### src/rtl/projectile_pool_pkg.sv
// projectile_pool_pkg: shared headings, slot states and coordinate type.
// Rev 1.0
`default_nettype none

package projectile_pool_pkg;

  typedef enum logic [1:0] {
    UP    = 2'b00,
    LEFT  = 2'b01,
    DOWN  = 2'b10,
    RIGHT = 2'b11
  } heading_t;

  typedef enum logic {
    IDLE = 1'b0,
    FLY  = 1'b1
  } slot_state_t;

  typedef logic [9:0] coord_t;

endpackage

`default_nettype wire

### src/rtl/projectile_slot.sv
// projectile_slot: one projectile -- motion along its heading, bounds retire, target strike.
// Rev 1.0
`default_nettype none

module projectile_slot
  import projectile_pool_pkg::*;
#(
  parameter int STEP  = 8,
  parameter int X_MIN = 1,
  parameter int X_MAX = 639,
  parameter int Y_MIN = 1,
  parameter int Y_MAX = 479
) (
  input  logic     frame_clk,
  input  logic     Reset,
  input  logic     launch,
  input  heading_t launch_dir,
  input  coord_t   launch_x,
  input  coord_t   launch_y,
  input  coord_t   other_x,
  input  coord_t   other_y,
  input  coord_t   tank_size,
  output coord_t   x,
  output coord_t   y,
  output logic     active,
  output logic     strike
);

  localparam logic signed [10:0] STEP_S = 11'(STEP);
  localparam logic signed [10:0] XMIN_S = 11'(X_MIN);
  localparam logic signed [10:0] XMAX_S = 11'(X_MAX);
  localparam logic signed [10:0] YMIN_S = 11'(Y_MIN);
  localparam logic signed [10:0] YMAX_S = 11'(Y_MAX);

  slot_state_t       state;
  heading_t          dir;
  logic signed [10:0] dx, dy, nx, ny;
  logic [10:0]       half, ux, uy, ox, oy;
  logic              out_of_bounds, hit_x, hit_y;

  always_comb begin
    dx = '0;
    dy = '0;
    case (dir)
      UP:    dy = -STEP_S;
      LEFT:  dx = -STEP_S;
      DOWN:  dy = STEP_S;
      RIGHT: dx = STEP_S;
    endcase
    // Next position in signed 11 bits so stepping past 0 reads as negative, not a wrap.
    nx = $signed({1'b0, x}) + dx;
    ny = $signed({1'b0, y}) + dy;
    out_of_bounds = (nx < XMIN_S) || (nx > XMAX_S) || (ny < YMIN_S) || (ny > YMAX_S);

    half  = 11'(tank_size >> 1);
    ux    = {1'b0, x};
    uy    = {1'b0, y};
    ox    = {1'b0, other_x};
    oy    = {1'b0, other_y};
    hit_x = (ux + half >= ox) && (ux <= ox + half);
    hit_y = (uy + half >= oy) && (uy <= oy + half);
    strike = (state == FLY) && hit_x && hit_y;
  end

  assign active = (state == FLY);

  always_ff @(posedge frame_clk) begin
    if (Reset) begin
      state <= IDLE;
      dir   <= UP;
      x     <= '0;
      y     <= '0;
    end else begin
      case (state)
        IDLE: begin
          if (launch) begin
            state <= FLY;
            dir   <= launch_dir;
            x     <= launch_x;
            y     <= launch_y;
          end
        end
        FLY: begin
          // A strike outranks leaving the field; both retire the slot.
          if (strike || out_of_bounds) begin
            state <= IDLE;
            x     <= '0;
            y     <= '0;
          end else begin
            x <= nx[9:0];
            y <= ny[9:0];
          end
        end
      endcase
    end
  end

endmodule

`default_nettype wire

### src/rtl/projectile_pool.sv
// projectile_pool: fire-edge detect, lowest-idle slot allocation, cooldown and hit tally.
// Rev 1.0
`default_nettype none

module projectile_pool
  import projectile_pool_pkg::*;
#(
  parameter int          NUM_SHOTS = 4,
  parameter int          STEP      = 8,
  parameter int          COOLDOWN  = 6,
  parameter logic [15:0] FIRE_CODE = 16'h0009,
  parameter int          X_MIN     = 1,
  parameter int          X_MAX     = 639,
  parameter int          Y_MIN     = 1,
  parameter int          Y_MAX     = 479
) (
  input  logic                    frame_clk,
  input  logic                    Reset,
  input  logic [15:0]             keycode,
  input  logic [1:0]              tankdir,
  input  logic [9:0]              parentX,
  input  logic [9:0]              parentY,
  input  logic [9:0]              otherX,
  input  logic [9:0]              otherY,
  input  logic [9:0]              tank_size,
  output logic [NUM_SHOTS*10-1:0] shot_x,
  output logic [NUM_SHOTS*10-1:0] shot_y,
  output logic [NUM_SHOTS-1:0]    shot_active,
  output logic                    ball_fire,
  output logic                    hit,
  output logic [7:0]              hit_count
);

  localparam logic [5:0]           CD_LOAD = 6'(COOLDOWN);
  localparam logic [NUM_SHOTS-1:0] ONE     = NUM_SHOTS'(1);

  logic                 fire_now, fire_prev, fire_req, accept;
  logic [5:0]           cooldown;
  logic [NUM_SHOTS-1:0] idle, grant, launch_vec, strike;

  assign fire_now = (keycode == FIRE_CODE);
  assign fire_req = fire_now && !fire_prev;

  // Idle status is taken from registered state, so a slot retiring this
  // cycle still counts as busy and cannot be re-claimed until the next one.
  assign idle       = ~shot_active;
  assign grant      = idle & (~idle + ONE);
  assign accept     = fire_req && (cooldown == 6'd0) && (|idle);
  assign launch_vec = accept ? grant : '0;

  generate
    for (genvar i = 0; i < NUM_SHOTS; i++) begin : g_slot
      projectile_slot #(
        .STEP  (STEP),
        .X_MIN (X_MIN),
        .X_MAX (X_MAX),
        .Y_MIN (Y_MIN),
        .Y_MAX (Y_MAX)
      ) u_slot (
        .frame_clk  (frame_clk),
        .Reset      (Reset),
        .launch     (launch_vec[i]),
        .launch_dir (heading_t'(tankdir)),
        .launch_x   (parentX),
        .launch_y   (parentY),
        .other_x    (otherX),
        .other_y    (otherY),
        .tank_size  (tank_size),
        .x          (shot_x[10*i +: 10]),
        .y          (shot_y[10*i +: 10]),
        .active     (shot_active[i]),
        .strike     (strike[i])
      );
    end
  endgenerate

  always_ff @(posedge frame_clk) begin
    if (Reset) begin
      fire_prev <= 1'b0;
      cooldown  <= '0;
      ball_fire <= 1'b0;
      hit       <= 1'b0;
      hit_count <= '0;
    end else begin
      fire_prev <= fire_now;
      ball_fire <= accept;
      hit       <= |strike;
      if ((|strike) && (hit_count != 8'hFF))
        hit_count <= hit_count + 8'd1;
      if (accept)
        cooldown <= CD_LOAD;
      else if (cooldown != 6'd0)
        cooldown <= cooldown - 6'd1;
    end
  end

endmodule

`default_nettype wire

### config.mk
export PLATFORM = sky130hd
export DESIGN_NAME = projectile_pool
export DESIGN_NICKNAME = d
export VERILOG_FILES = /design/src/rtl/projectile_pool_pkg.sv /design/src/rtl/projectile_slot.sv /design/src/rtl/projectile_pool.sv
export SDC_FILE = /design/constraint.sdc
export NUM_CORES = 1
export LEC_CHECK = 0
export BUFFER_PORTS_ARGS = -buffer_cell sky130_fd_sc_hd__buf_2
export CORE_MARGIN = 2
export CORE_UTILIZATION = 30
export DETAILED_ROUTE_END_ITERATION = 7
export GPL_ROUTABILITY_DRIVEN = 0
export SYNTH_ARGS = -nofsm -noshare
export SYNTH_HDL_FRONTEND = slang
export SYNTH_SLANG_ARGS = --single-unit
### constraint.sdc
create_clock -name frame_clk -period 5.89 [get_ports frame_clk]
set_clock_uncertainty 0.15 [all_clocks]
set_input_delay 0.589 -clock frame_clk [delete_from_list [all_inputs] [get_ports frame_clk]]
set_output_delay 0.589 -clock frame_clk [all_outputs]
set_load 0.005 [all_outputs]
==> run metrics <==
status=completed; Relative slew margins=27.0%; Yosys warnings=0; Mapped Cells=about 1,800; vias in the first global route=13,400; HP Class=in -> reg; post-route insts no fill=2,571; Yosys reg bits=109; antenna-violating nets left=0; die area=roughly 0.05 mm2; via count=14,400; Max clock buf depth=2; critical path type=in -> reg; P&R area growth vs syn=14.1%; worst-margin pin slew=1090 ps; DR pass1 iterations=5; Clk Latency, worst-skew pair=roughly 370 ps; Placed Cells=2,554; Setup crit start kind=input port; post-CTS resize count=0; hold depth=2; Final setup viols=0; final hold vios=0; max-cap violations=0; Initial Util=30.3%; routed len/inst=20.9 um; Post-synth EDFFs=0; clock sink count=109; hpwl dp=42.8 mm; first-pass GRT wire length=79.3 mm; Reg clk slew, reported paths=70 ps; num ports=164; Peak VDD IR=approximately 0.0001 V; largest net degree at the start of global routing=~70; most used flip-flop cell after synthesis=dfxtp_1; final setup TNS=0 ps; Post-CTS Setup Inserts=0; layout cells sized above 1=13.1%; Pwr Density=126 mW/mm2; Avg Synthesized Cell Area=7.82 um2; nets=between 2,000 and 2,500; maximum clock frequency=approximately 180 MHz; Synth Cell Area=between 0.01 and 0.015 mm2; CTS Hold Bufs=0; DRT iter0 DRCs=approximately 1,200; row count=79; WP data required=~6100 ps; GRT Residual Overflow=0; Tcrit/Tclk final=93.7%; Die Span Y=220 um; Max FO, Critical Path=6; sequential element share of the synthesized area=between 15 and 20%; Critical Path Sink Type=flop; number of buffers created by CTS=9; Routed Wire Length=53.6 mm; Leak=roughly 7.8 nW; pins over their slew limit=0; DRC viols=0; CTS tree=built; htree depth=3; port bufs=roughly 160; R2R cell count=19; Die X=220 um; Distinct cells, synth=78; initial antenna violation count=6; RSZ-0062 raised after global routing=no; Total Routing Usage GR=between 20% and 30%; CP arrival=5680 ps; core area=~0.046 mm2; DR vias/cell=between 5 and 6; Post-Syn Nets=roughly 2,200; fraction of registers with async set/reset=0%; Final min period=5520 ps; Root Buffer=clkbuf_16
==> stage by stage <==
stage          setup slack, ps  utilization (%)  hold slack [ps]  cell area, um2  power (mW)
2_1_floorplan             1040                -              295           14100        1.18
3_3_place_gp               238             34.0              312           15700        1.38
3_5_place_dp               145             34.0              333           15700        1.41
4_1_cts                    515             34.6              317           16000        2.03
5_1_grt                    144             34.6              339           16000        2.13
6_report                   373             34.6              334           16000        2.03
==> cells in the mapped netlist, drive strengths merged (21+ instances only) <==
cell / n / area share, %
nor2b: 33 / 1.5
inv: 169 / 4.5
a211oi: 22 / 1.2
nand3: 32 / 1.1
clkbuf: 47 / 1.3
a21oi: 166 / 5.9
nand2b: 24 / 1.1
dfxtp: 109 / 16
nor2: 166 / 4.5
nand4: 31 / 1.4
nand2: 65 / 1.8
o21ai: 92 / 3.3
nor3: 75 / 2.7
a22o: 24 / 1.5
xor2: 21 / 1.3
a21o: 43 / 2.3
xnor2: 99 / 6.2
ha: 276 / 25
o21bai: 31 / 1.7
==> per-layer routing <==
layer  vias up  GRT usage [%]  part of all wire, %
met3       103           3.02                  7.2
met2       547           34.8                   44
met1      6827           29.5                   45
li1       6874              -                    -
met4         6           8.57                  3.6
met5         -              0                0.063
==> report_power, final <==
group	leakage (nW)	switching, mW	total, mW	internal [mW]
clock	0.140	0.310	0.624	0.314
combinational	6.74	0.387	0.641	0.253
sequential	0.879	0.0109	0.761	0.750
total	7.75	0.709	2.03	1.32
==> cells by family (layout without fill, tap and decap cells) <==
| group | count (synthesis) | after routing | share of synthesized area, % |
|---|---|---|---|
| other | 0 | 1 | 0 |
| AOI/OAI and AO/OA | 512 | 512 | 24.2 |
| adders and majority gates | 294 | 294 | 26.9 |
| muxes | 16 | 16 | 1.19 |
| xor gates and xnor gates | 120 | 120 | 7.48 |
| DFF | 109 | 109 | 15.5 |
| and+or+nand+nor | 514 | 514 | 18.4 |
| buffers and inverters | 231 | 398 | 6.37 |
==> registers in the layout (all words and copies together) (netlist names) <==
signal,count
g_slot.u_slot.y,40
hit_count,8
hit,1
ball_fire,1
g_slot.u_slot.x,40
g_slot.u_slot.dir,8
fire_prev,1
g_slot.u_slot.active,4
cooldown,6
==> worst max-delay path, cell delays in order <==
cell,delay [ps]
buf_2,220
inv_1,230
buf_4,220
fa_1,450
nor2b_1,130
o21ai_0,110
a21boi_0,370
o211ai_1,130
a21o_1,190
nor2b_1,140
xnor2_1,120
ha_1,190
or4_1,520
o32ai_1,300
o221ai_1,210
o2111ai_1,140
a21oi_1,140
nand3b_1,220
a21oi_1,770
a22o_1,270
==> area by class of cell <==
type | count | area (um2)
antenna | 1 | 2.50
fill | 4868 | 30300
multi-input combinational | 1456 | 11000
timing repair buffer | 213 | 1200
clock inverter | 4 | 30.0
tap | 607 | 759
sequential | 109 | 2180
clock buffer | 12 | 256
inverter | 169 | 634
==> final timing paths <==
path | start | end | slack, ps
max | tank_size[2] | g_slot[0].u_slot.y[2] | 370
min reg2reg | g_slot[0].u_slot.dir[1] | g_slot[0].u_slot.dir[1] | 350
max reg2reg | g_slot[0].u_slot.x[0] | g_slot[0].u_slot.y[2] | 630
min | parentX[0] | g_slot[1].u_slot.x[0] | 330
==> layout by cell type (no fill, tap or decap), types with 33 or more instances in the layout <==
master / n
ha_1: 276
buf_4: 52
a21o_1: 43
o21ai_0: 92
buf_2: 161
nor2_1: 165
nor3_1: 75
a21oi_1: 165
nand2_1: 64
xnor2_1: 99
dfxtp_1: 109
inv_1: 169
nor2b_1: 33
(Power assumes the default switching activity.)
